===== src/rtl/mem_port_arbiter.sv =====
`timescale 1ns/1ps
// -----------------------------------------------------------------------------
// mem_port_arbiter
//
// Shares one single-ported RAM between an instruction-fetch requester and a
// MEM-stage load/store requester. Each transaction runs IDLE -> ACCESS -> RESP.
// A new grant is accepted only in IDLE, and data requests take priority.
//
// Timing, counted from the grant edge:
//   read : ram_en in cycle 1, valid pulse in cycle RD_LATENCY+1
//   write: ram_en/ram_we in cycle 1, valid pulse in cycle 2
//
// Optional feature: define MEM_ARB_STARVE_GUARD_EN to add a starvation guard.
// With the guard, after STARVE_LIMIT consecutive data grants made while fetch
// was waiting, the next IDLE grant goes to fetch. Without the macro, data
// priority is strict and the counter does not exist.
//
// Parameters
//   RD_LATENCY   : RAM read latency in cycles (1..4)
//   STARVE_LIMIT : data grants tolerated while fetch waits (guard build only)
//
// Ports
//   clk, reset                    : clock (rising edge), async active-low reset
//   if_req, if_addr               : fetch request and PC
//   if_rdata, if_valid            : fetched word, one-cycle completion pulse
//   mem_rd, mem_wr                : load/store request (write wins if both set)
//   mem_addr, mem_wdata           : load/store address and store data
//   mem_rdata, mem_valid          : load data, one-cycle completion pulse
//   ram_en, ram_we                : shared RAM strobe and write enable
//   ram_addr, ram_wdata, ram_rdata: shared RAM address and data
//   stall_if, stall_mem           : pipeline hold requests (combinational)
// -----------------------------------------------------------------------------
module mem_port_arbiter #(
  parameter int unsigned RD_LATENCY   = 1,
  parameter int unsigned STARVE_LIMIT = 4
) (
  input  logic        clk,
  input  logic        reset,
  input  logic        if_req,
  input  logic [31:0] if_addr,
  output logic [31:0] if_rdata,
  output logic        if_valid,
  input  logic        mem_rd,
  input  logic        mem_wr,
  input  logic [31:0] mem_addr,
  input  logic [31:0] mem_wdata,
  output logic [31:0] mem_rdata,
  output logic        mem_valid,
  output logic        ram_en,
  output logic        ram_we,
  output logic [31:0] ram_addr,
  output logic [31:0] ram_wdata,
  input  logic [31:0] ram_rdata,
  output logic        stall_if,
  output logic        stall_mem
);

  if (RD_LATENCY < 1 || RD_LATENCY > 4 || STARVE_LIMIT < 1) begin : g_bad_param
    $error("mem_port_arbiter: RD_LATENCY must be 1..4 and STARVE_LIMIT >= 1");
  end

  typedef enum logic [1:0] {
    S_IDLE   = 2'd0,
    S_ACCESS = 2'd1,
    S_RESP   = 2'd2
  } state_e;

  typedef enum logic {
    OWN_FETCH = 1'b0,
    OWN_DATA  = 1'b1
  } owner_e;

  state_e      state_q;
  owner_e      owner_q;
  logic [2:0]  cnt_q;
  logic        ram_en_q;
  logic        ram_we_q;
  logic [31:0] ram_addr_q;
  logic [31:0] ram_wdata_q;
  logic [31:0] if_rdata_q;
  logic [31:0] mem_rdata_q;
  logic        if_valid_q;
  logic        mem_valid_q;

  logic        data_req;
  logic        grant_data;
  logic        grant_fetch;

  assign data_req = mem_rd | mem_wr;

`ifdef MEM_ARB_STARVE_GUARD_EN
  localparam int unsigned SW = (STARVE_LIMIT < 1) ? 1 : $clog2(STARVE_LIMIT + 1);

  logic [SW-1:0] starve_q;
  logic [SW-1:0] starve_d;
  logic          starved;

  // Once fetch has lost STARVE_LIMIT times in a row, it wins the next grant.
  assign starved = (starve_q == SW'(STARVE_LIMIT));

  // NOTE: every variable written here gets a default first, so no path can
  // leave it unassigned and infer a latch.
  always_comb begin
    grant_data  = 1'b0;
    grant_fetch = 1'b0;
    starve_d    = starve_q;
    if (state_q == S_IDLE) begin
      grant_data  = data_req & ~(starved & if_req);
      grant_fetch = if_req & ~grant_data;
      if (grant_fetch) begin
        starve_d = '0;
      end else if (grant_data && if_req) begin
        starve_d = starve_q + SW'(1);
      end
    end
  end

  always_ff @(posedge clk or negedge reset) begin
    if (!reset) begin
      starve_q <= '0;
    end else begin
      starve_q <= starve_d;
    end
  end
`else
  always_comb begin
    grant_data  = 1'b0;
    grant_fetch = 1'b0;
    if (state_q == S_IDLE) begin
      grant_data  = data_req;
      grant_fetch = if_req & ~data_req;
    end
  end
`endif

  // NOTE: sequential state uses non-blocking assignments only, so every
  // register samples pre-edge values regardless of statement order.
  always_ff @(posedge clk or negedge reset) begin
    if (!reset) begin
      state_q     <= S_IDLE;
      owner_q     <= OWN_FETCH;
      cnt_q       <= '0;
      ram_en_q    <= 1'b0;
      ram_we_q    <= 1'b0;
      ram_addr_q  <= '0;
      ram_wdata_q <= '0;
      if_rdata_q  <= '0;
      mem_rdata_q <= '0;
      if_valid_q  <= 1'b0;
      mem_valid_q <= 1'b0;
    end else begin
      // Strobes and completion pulses are single-cycle unless set below.
      ram_en_q    <= 1'b0;
      if_valid_q  <= 1'b0;
      mem_valid_q <= 1'b0;

      case (state_q)
        S_IDLE: begin
          if (grant_data || grant_fetch) begin
            owner_q     <= grant_data ? OWN_DATA : OWN_FETCH;
            ram_en_q    <= 1'b1;
            // A simultaneous read and write performs the write only.
            ram_we_q    <= grant_data & mem_wr;
            ram_addr_q  <= grant_data ? mem_addr : if_addr;
            ram_wdata_q <= grant_data ? mem_wdata : '0;
            cnt_q       <= (grant_data && mem_wr) ? 3'd1 : 3'(RD_LATENCY);
            state_q     <= S_ACCESS;
          end
        end

        S_ACCESS: begin
          cnt_q <= cnt_q - 3'd1;
          if (cnt_q == 3'd1) begin
            if (!ram_we_q) begin
              if (owner_q == OWN_DATA) begin
                mem_rdata_q <= ram_rdata;
              end else begin
                if_rdata_q <= ram_rdata;
              end
            end
            // Valid is raised on the way into RESP so it is visible for
            // exactly the single RESP cycle.
            if (owner_q == OWN_DATA) begin
              mem_valid_q <= 1'b1;
            end else begin
              if_valid_q <= 1'b1;
            end
            ram_we_q    <= 1'b0;
            ram_addr_q  <= '0;
            ram_wdata_q <= '0;
            state_q     <= S_RESP;
          end
        end

        // RESP never grants, so a request still held after its valid pulse
        // cannot be issued a second time on this edge.
        S_RESP: begin
          state_q <= S_IDLE;
        end

        default: begin
          state_q <= S_IDLE;
        end
      endcase
    end
  end

  assign ram_en    = ram_en_q;
  assign ram_we    = ram_we_q;
  assign ram_addr  = ram_addr_q;
  assign ram_wdata = ram_wdata_q;
  assign if_rdata  = if_rdata_q;
  assign mem_rdata = mem_rdata_q;
  assign if_valid  = if_valid_q;
  assign mem_valid = mem_valid_q;

  assign stall_if  = if_req & ~if_valid_q;
  assign stall_mem = data_req & ~mem_valid_q;

endmodule


===== config.mk =====
export PLATFORM = sky130hd
export DESIGN_NAME = mem_port_arbiter
export DESIGN_NICKNAME = d
export VERILOG_FILES = /design/src/rtl/mem_port_arbiter.sv
export SDC_FILE = /design/constraint.sdc
export NUM_CORES = 1
export LEC_CHECK = 0
export BUFFER_PORTS_ARGS = -buffer_cell sky130_fd_sc_hd__buf_4
export CELL_PAD_IN_SITES_DETAIL_PLACEMENT = 0
export CELL_PAD_IN_SITES_GLOBAL_PLACEMENT = 2
export CORE_MARGIN = 4
export CORE_UTILIZATION = 27
export DETAILED_ROUTE_END_ITERATION = 16
export PLACE_DENSITY_LB_ADDON = 0.08
export SLEW_MARGIN = 15
export SYNTH_ARGS = -nofsm -noshare
export SYNTH_HDL_FRONTEND = slang
export SYNTH_SLANG_ARGS = --single-unit

===== constraint.sdc =====
create_clock -name clk -period 1.6 [get_ports clk]
set_clock_uncertainty 0.1 [all_clocks]
set_input_delay 0.08 -clock clk [delete_from_list [all_inputs] [get_ports clk]]
set_output_delay 0.08 -clock clk [all_outputs]
set_load 0.01 [all_outputs]

==> results.cfg <==
[setup_path]
r2r-start = cnt_q[1]
crit_arrival_ps = 1970
cpPeakStageDelay_ps = 380
start_kind = flip-flop
critPathBufInv = 4
r2r-end = ram_wdata[17]
cp_top_family = buffers and inverters
cp_cell_sequence = inv_2 > ha_4 > buf_6 > nand2b_4 > a21oi_4 > nand2_8 > buf_6 > buf_16 > a22o_1
cp_max_fo = 9
reg2reg_depth = 9
crit_start = cnt_q[1]
worst_path_most_repeated_cell = buf_6
cp-end-kind = flip-flop
critPathKind = flip-flop to flip-flop
cp_slowest_cell = dfrtp_1
r2r_slack_ps = -170
worstPathRequired_ps = 1800

[yosys]
synth_fa_ha_area_frac = 0.00437
synth.yosys.seq_area_share = 0.603
yosys.area_share.simple = 0.0275
syn-num-nets = 519
yosysWarnings = 0
syn_avg_cell_area_um2 = 14.9
syn_inst = 384
synthMuxAreaShare = 0.201
synth_compound_gate_area_share = 0.120
ys_ff_latch = 138
syn_area_um2 = 5730
ys_types = 33
synth_top_family_by_area = multiplexers
synth-xor-area-share = 0.00153

[route]
via_per_inst = 4.40
wl_per_cell_um = 16.8
drc = 0
drtIter0Drc = 131
dr.pass1.iters = 4
drt_wl_total_mm = 18.7
ant_nets = 0
via_count = 4903

[sta]
relSlewSlack = 0.691
clock.fmax_mhz = 566
fin_crit_sh = 1.10
hold_viol_final = 0
setup_violations = 129
period_needed_ps = 1770
layout_setup_ws_ps = -167
finalSetupTns_ps = -15770
worst_pin_slew_ps = 464
grt_setup_unrepaired = true
slew_violations = 0

[final_layout]
fin_cells = 1115
post-route-util = 0.510
insertedDiodeCount = 0
mostFrequentLayoutCell = buf_4
final_cell_mix = 289 x buf_4, 138 x dfrtp_1, 131 x dlygate4sd3_1
final_nets = 962
syn_to_final_growth_pct = 86.6
drive_gt1_frac = 0.517
stdcell_area_um2 = 10700

[floorplanning]
die_area_um2 = 23600
rows = 53
die_h_um = 154
start_util = 0.273
die_w_um = 154
core_um2 = 21000
io_pins = 267

[placed_design]
pre_cts_slack_ps = -219
dp_hpwl_mm = 12.5
place_area_um2 = 8230
dp_cells = 928
gp_congestion = 0.758
port_buffers = 266

[status]
status = finished with violations
violations = negative setup slack

[min_path]
hold-path-endpoint = ram_addr[31]
worstHoldPathCells = 4
hold_path.class = input port to flip-flop
hp-start = mem_addr[31]

[pwr]
worst_ir_drop_vdd_uv = 740
p_per_area_nw_per_um2 = 1880
p_leak_nw = 5.23

[clock_network]
clkSlewWorstSetupHoldPaths_ps = 60
cts.sinks = 138
cts-root-buf = clkbuf_16
cts_tree = done
worst_skew_pair.late_latency_ps = 400
ctsHtreeMaxLevel = 4
clk_path_buf_depth = 2
cts_buffers = 17

[job]
maxCapViolCount = 0

[global_route]
grt_antenna_before_repair = 0
grt-ovfl-total = 0
grt_usage = 0.158
grt_pass1_vias = 5269
grt_max_degree = 44
grt_first_pass_wirelength_mm = 29.5
cell usage after synthesis (all sizes together):
library cell | n | area, µm²
dfrtp | 138 | 3450
mux2 | 64 | 833
a22o | 33 | 289
mux2i | 32 | 320
o2bb2ai | 22 | 193
buf | 21 | 166
inv | 14 | 52.6
a22oi | 10 | 75.1
a2bb2oi | 10 | 87.6
nand2 | 7 | 31.3
clkbuf | 6 | 23.8
nor2 | 6 | 25.0
nor3 | 4 | 31.3
nand2b | 3 | 18.8
a21oi | 2 | 10.0
ha | 2 | 25.0
nor2b | 2 | 12.5
a21o | 1 | 7.51
and2 | 1 | 6.26
nand3 | 1 | 5.00
nand4bb | 1 | 27.5
o21ai | 1 | 5.00
o21ba | 1 | 10.0
o41ai | 1 | 8.76
xor2 | 1 | 8.76
flip-flops by register name, indices dropped and copies added, names as in the netlist:
name	count
cnt_q	3
if_rdata	32
if_valid	1
mem_rdata	32
mem_valid	1
owner_q	1
ram_addr	32
ram_en	1
ram_wdata	32
ram_we	1
state_q	2
power by group:
part	internal (mW)	switching, mW
logic	6.17	4.20
registers	5.10	0.974
clock network	2.15	1.53
layer usage:
layer	part of all wire	up-vias	track usage
li1	-	2305	-
met1	0.44	2407	0.210
met2	0.48	170	0.252
met3	0.061	21	0.0450
met4	0.016	0	0.0496
met5	0	-	0
logic make-up after synthesis:
family,count (synthesis)
flops,138
xor+xnor,1
fa+ha+maj,2
compound gates,81
mux,96
buf+inv,41
simple gates,25
worst min-delay path: stages:
cell	delay [ps]
buf_4	80
a22oi_1	50
a2bb2oi_1	130
mux2i_1	130
how the worst max path moves through the flow:
stage               slack (ps)  cells after the start       endpoint
global route              -240                      7    if_rdata[5]
finish                    -170                      9  ram_wdata[17]
CTS                       -170                      7    if_rdata[0]
floorplan                 -130                      6   if_rdata[22]
global placement          -170                      6    if_rdata[1]
detailed placement        -220                      6    if_rdata[0]
per-stage QoR:
step	power [mW]	hold WS (ps)
2_1_floorplan	10.4	-316
3_3_place_gp	14.5	-51.0
3_5_place_dp	14.6	-54.6
4_1_cts	20.2	0.869
5_1_grt	21.4	34.8
6_report	20.1	15.8
area by class of cell:
| type | count | area (µm²) |
|---|---|---|
| inverter | 14 | 52.6 |
| clock inverter | 13 | 119 |
| fill | 1826 | 10300 |
| multi-input combinational | 205 | 2230 |
| timing repair buffer | 451 | 4050 |
| tap | 275 | 344 |
| clock buffer | 19 | 433 |
| sequential | 138 | 3450 |
repair_timing:
item,4_1_cts,5_1_grt
setup endpoints to repair,128,130
gates cloned,8,1
resized for setup,55,12
buffers inserted,11,6
endpoints found under the hold margin,268,0
hold buffers,131,0
pin swaps,2,3
No activity file was read; power rests on OpenSTA's default activity.
